[src/rtl/fsm_pkg.sv]
// Shared types and constants for the fixed-pattern / PRBS-7 serial generator.
// Holds the state encoding, LFSR width, default pattern/seed and the LFSR step.
package fsm_pkg;

   typedef enum logic [1:0] {
      IDLE = 2'd0,
      PAT  = 2'd1,
      PRBS = 2'd2
   } state_e;

   localparam int              LFSR_W      = 7;
   localparam logic [7:0]      DEF_PATTERN = 8'hA5;
   localparam logic [LFSR_W-1:0] DEF_SEED  = 7'h7F;

   // x^7 + x^6 + 1: shift left, feed back bit6 ^ bit5 into bit0.
   function automatic logic [LFSR_W-1:0] prbs7_next(input logic [LFSR_W-1:0] s);
      return {s[5:0], s[6] ^ s[5]};
   endfunction

endpackage

[src/rtl/prbs7_lfsr.sv]
// PRBS-7 shift register with synchronous load and enable; MSB is the serial bit.
// Load takes priority over enable so a fresh entry always starts from SEED.
module prbs7_lfsr
   import fsm_pkg::*;
#(
   parameter logic [LFSR_W-1:0] SEED = DEF_SEED
) (
   input  logic clk,
   input  logic rst_n,
   input  logic load_i,
   input  logic en_i,
   output logic msb_o
);

   logic [LFSR_W-1:0] lfsr_q;

   // NOTE: state registers use non-blocking assignments so every flop samples
   // pre-edge values; the async reset loads SEED because all-zero is a lock-up state.
   always_ff @(posedge clk or negedge rst_n) begin
      if (!rst_n) begin
         lfsr_q <= SEED;
      end else if (load_i) begin
         lfsr_q <= SEED;
      end else if (en_i) begin
         lfsr_q <= prbs7_next(lfsr_q);
      end
   end

   assign msb_o = lfsr_q[LFSR_W-1];

endmodule

[src/rtl/fsm.sv]
// Serial test-vector generator: repeats a fixed pattern MSB first or emits PRBS-7.
// Pattern-to-PRBS switches wait for a pattern boundary; run=0 always wins.
module fsm
   import fsm_pkg::*;
#(
   parameter int                PAT_W   = 8,
   parameter logic [PAT_W-1:0]  PATTERN = PAT_W'(DEF_PATTERN),
   parameter logic [LFSR_W-1:0] SEED    = DEF_SEED
) (
   input  logic clk,
   input  logic rst_n,
   input  logic run,
   input  logic mode,
   output logic vector
);

   localparam int               IDX_W    = $clog2(PAT_W);
   localparam logic [IDX_W-1:0] IDX_LAST = IDX_W'(PAT_W - 1);

   state_e           state_q;
   logic [IDX_W-1:0] idx_q;
   logic             lfsr_load;
   logic             lfsr_en;
   logic             lfsr_msb;

   always_ff @(posedge clk or negedge rst_n) begin
      if (!rst_n) begin
         state_q <= IDLE;
         idx_q   <= IDX_LAST;
      end else if (!run) begin
         state_q <= IDLE;
         idx_q   <= IDX_LAST;
      end else begin
         case (state_q)
            IDLE: begin
               state_q <= mode ? PRBS : PAT;
               idx_q   <= IDX_LAST;
            end
            PAT: begin
               if (idx_q == '0) begin
                  idx_q <= IDX_LAST;
                  if (mode) state_q <= PRBS;
               end else begin
                  idx_q <= idx_q - 1'b1;
               end
            end
            PRBS: begin
               idx_q <= IDX_LAST;
               if (!mode) state_q <= PAT;
            end
            default: begin
               state_q <= IDLE;
               idx_q   <= IDX_LAST;
            end
         endcase
      end
   end

   // Reload the LFSR on every PRBS entry so there is no resume-from-position.
   assign lfsr_load = run && mode &&
                      ((state_q == IDLE) || ((state_q == PAT) && (idx_q == '0)));
   assign lfsr_en   = (state_q == PRBS);

   prbs7_lfsr #(
      .SEED (SEED)
   ) u_lfsr (
      .clk    (clk),
      .rst_n  (rst_n),
      .load_i (lfsr_load),
      .en_i   (lfsr_en),
      .msb_o  (lfsr_msb)
   );

   // NOTE: the default assignment first keeps this decode free of inferred latches.
   always_comb begin
      vector = 1'b0;
      case (state_q)
         PAT:     vector = PATTERN[idx_q];
         PRBS:    vector = lfsr_msb;
         default: vector = 1'b0;
      endcase
   end

endmodule

[config.mk]
export PLATFORM = sky130hd
export DESIGN_NAME = fsm
export DESIGN_NICKNAME = d
export VERILOG_FILES = /design/src/rtl/fsm_pkg.sv /design/src/rtl/prbs7_lfsr.sv /design/src/rtl/fsm.sv
export SDC_FILE = /design/constraint.sdc
export NUM_CORES = 1
export LEC_CHECK = 0
export ABC_AREA = 1
export ABC_CLOCK_PERIOD_IN_PS = 1400
export CAP_MARGIN = 20
export CORE_MARGIN = 2
export CORE_UTILIZATION = 55
export DETAILED_ROUTE_END_ITERATION = 12
export PLACE_DENSITY = 0.78
export REMOVE_ABC_BUFFERS = 1
export SKIP_CTS_REPAIR_TIMING = 1
export SLEW_MARGIN = 40
export SYNTH_ARGS = -nofsm -noshare
export SYNTH_HDL_FRONTEND = slang
export SYNTH_SLANG_ARGS = --single-unit
export TNS_END_PERCENT = 1
[constraint.sdc]
create_clock -name clk -period 1.4 [get_ports clk]
set_input_delay 0.35 -clock clk [delete_from_list [all_inputs] [get_ports clk]]
set_output_delay 0.35 -clock clk [all_outputs]
set_load 0.03 [all_outputs]
==> results.toml, run 1 <==
[yosys]
synthCells = 85
syn_avg_cell_area_um2 = 8.43
synth_top_area_share_pct = 36.6
synthFlopType = "dfstp_2"
async_flop_share_pct = 100
syn_area_um2 = 717
synth-adder-area-share_pct = 10.5
synth_top_family_by_area = "simple AND/OR/NAND/NOR gates"
synthTopCellsByArea = "dfstp_2, nand2_1, ha_1"
synth-simple-area-share_pct = 23.7
synth_area_leader_cell = "dfstp_2"
yosysMostFrequentCell = "nand2_1"
synth_edf_count = 0
synth_compound_area_share_pct = 10.8
synth-seq-cells = 12
muxShareOfSynthArea_pct = 2.79
synth_warnings = 0
synth_seq_area_share_pct = 43.6
post_synth_num_cell_types = 18
synthTopCellsByCount = "nand2_1, inv_1, dfstp_2, ha_1"
synth-xor-area-share_pct = 1.22

[run]
cap_viol_max_count = 0

[final_layout]
area_growth_pct = 25.8
drive_gt1_share_pct = 42.2
final_util_pct = 72.0
fin_area_um2 = 902
fin_nets = 113
antennaDiodeCount = 0

[critical_path]
cp_max_fo = 3
critical-path-max-stage-delay_ns = 0.42
crit_type = "register to output pin"
cpMaxStageDelayCell = "dfrtp_1"
worstSetupEndpointType = "output pin"
crit_chain = "inv_2 -> ha_2 -> nand3_2 -> a21boi_2 -> buf_6"
worstSetupStartpointType = "register"
crit_path_start = "state_q[1]$_DFFE_PN0P_"
crit_arrival_ns = 1.38
required_ns = 1.05
r2r_start = "state_q[1]$_DFFE_PN0P_"

[global_routing]
grtUsageMet3_pct = 5.00
grt_pass1_wl_mm = 2.08
busiest_layer = "met2"
grt_usage_pct = 19.8
grt.overflow.total = 0
use_met1_pct = 27.7
grt_pass1_vias = 495
antenna_found_initial = 0
use_met2_pct = 29.8
grt_max_degree = 13

[sta]
setup_viol = 1
period_minus_slack_ns = 1.73
finalMaxSlewViolations = 0
finalCritPeriodShare_pct = 124
rsz0062_at_grt = "true"
tns_ns = -0.334
setup_ws_ns = -0.334
slew_headroom_pct = 85.5
skew_ns = 0.00208
worst_pin_slew_ns = 0.217
final_hold_viol_count = 0
fmax_mhz = 577

[power]
p_total_mw = 1.64
combinationalPowerShare_pct = 48.9
swShare_pct = 37.6
clkPwrFrac_pct = 17.0
internal_power_mw = 1.02
powerDensity_nw_per_um2 = 1810
leakage_nw = 0.441
power_switching_mw = 0.615
ir_worst_vdd_mv = 1.21
p_seq_share_pct = 34.2

[route]
drc_errors = 0
viasPerCell = 4.98
num_vias = 583
drtIter0Drc = 14
wl_per_cell_um = 12.1
drt_wl_total_mm = 1.42
first_pass_iters = 4
antenna_left = 0

[die]
num_io_pins = 5
fp.dieH_um = 40.1
core-area_um2 = 1250
rows = 13
die_w_um = 40.1
dieArea_um2 = 1610
initial_core_util_pct = 57.2

[placement]
place_area_um2 = 826
gp_congestion = 0.899
hpwl_um = 946
io_buffers = 4

[clock_tree]
cts_tree = "done"
clock_sinks = 12
cts_buffers = 3
clockBufferDepth = 2
clock_latency_ns = 0.27
htree_num_levels = 1
clk_pin_slew_worst_paths_ns = 0.08
clock_tree.root_cell = "clkbuf_4"

[run_status]
failed_checks = "negative setup slack"
status = "complete, but fails checks"

[min_path]
hold_path.class = "input port to async pin"
-- logic make-up after synthesis --
| kind of cell | after synthesis |
|---|---|
| mux | 2 |
| xor+xnor | 1 |
| flops | 12 |
| fa+ha+maj | 6 |
| buf+inv | 13 |
| simple gates | 41 |
| compound gates | 10 |
-- power by group through the flow --
| stage | logic, mW | registers [mW] | clock network [mW] |
|---|---|---|---|
| 2_1_floorplan | 0.443 | 0.547 | 0 |
| 3_3_place_gp | 0.670 | 0.549 | 0 |
| 3_5_place_dp | 0.679 | 0.556 | 0 |
| 4_1_cts | 0.694 | 0.551 | 0.283 |
| 5_1_grt | 0.898 | 0.570 | 0.300 |
| 6_report | 0.800 | 0.559 | 0.277 |
-- path summary, 6_finish.rpt --
kind,depth (start not counted),slack [ns],end
worst min register to register,1,0.48,idx_q[0]$_DFF_PN1_
min in group clk,1,0.48,idx_q[0]$_DFF_PN1_
max in group asynchronous,2,0.80,u_lfsr.lfsr_q[2]$_DFFE_PN1P_
worst max register to register,7,0.06,state_q[0]$_DFFE_PN0P_
worst min-delay path,2,0.38,state_q[0]$_DFFE_PN0P_
worst max-delay path,5,-0.33,vector
-- placed cells by master, fill, tap and decap left out, drive strengths merged --
| master | synthesis | layout |
|---|---|---|
| a21boi | 1 | 1 |
| a21oi | 3 | 3 |
| buf | 1 | 11 |
| clkbuf | 0 | 4 |
| clkdlybuf4s50 | 0 | 3 |
| dfrtp | 2 | 2 |
| dfstp | 10 | 10 |
| ha | 6 | 6 |
| inv | 12 | 12 |
| mux2i | 2 | 2 |
| nand2 | 33 | 33 |
| nand3 | 5 | 5 |
| nor2 | 3 | 3 |
| o21ai | 5 | 5 |
| o21bai | 1 | 1 |
| xnor2 | 1 | 1 |
-- per-layer routing --
layer  wire length (µm)  part of all wire (%)
met1                613                    43
met4                  0                     0
met5                  0                     0
met2                733                    52
met3                 68                   4.8
-- worst max-delay path: cells and delay by family, from the launching register on --
family	cells	cell delay (ns)
AND/OR/NAND/NOR	1	0.10
flip-flops	1	0.42
buffers and inverters	2	0.23
adder cells (fa/ha/maj)	1	0.20
AO/OA/AOI/OAI	1	0.16
-- registers in the layout, indices dropped and copies added, names as in the netlist --
register / flops
u_lfsr.lfsr_q: 7
state_q: 2
idx_q: 3
-- final cells by class --
type,count,area [µm²]
inverters,12,45.0
fillers,92,350
clock buffers,4,36.3
flip-flops and latches,12,313
well taps,15,18.8
repair buffers,14,116
multi-input cells,60,373
-- stage by stage --
stage          instances  setup WS, ns  hold WS [ns]
2_1_floorplan         84        -0.356        0.0544
3_3_place_gp         111        0.0166         0.442
3_5_place_dp         111       -0.0313         0.459
4_1_cts              115        -0.299         0.376
5_1_grt              117        -0.380         0.385
6_report             117        -0.334         0.377
Power figures use the tool's default switching activity.
==> run 2: changes to the inputs <==
--- a/config.mk
+++ b/config.mk
@@ -7,14 +7,13 @@
 export LEC_CHECK = 0
 export ABC_AREA = 1
 export ABC_CLOCK_PERIOD_IN_PS = 1400
-export CAP_MARGIN = 20
 export CORE_MARGIN = 2
 export CORE_UTILIZATION = 55
 export DETAILED_ROUTE_END_ITERATION = 12
 export PLACE_DENSITY = 0.78
 export REMOVE_ABC_BUFFERS = 1
 export SKIP_CTS_REPAIR_TIMING = 1
-export SLEW_MARGIN = 40
+export SLEW_MARGIN = 5
 export SYNTH_ARGS = -nofsm -noshare
 export SYNTH_HDL_FRONTEND = slang
 export SYNTH_SLANG_ARGS = --single-unit
==> results of run 2 <==
Same layout as run 1: the final DEF is identical, and so are final timing and power.
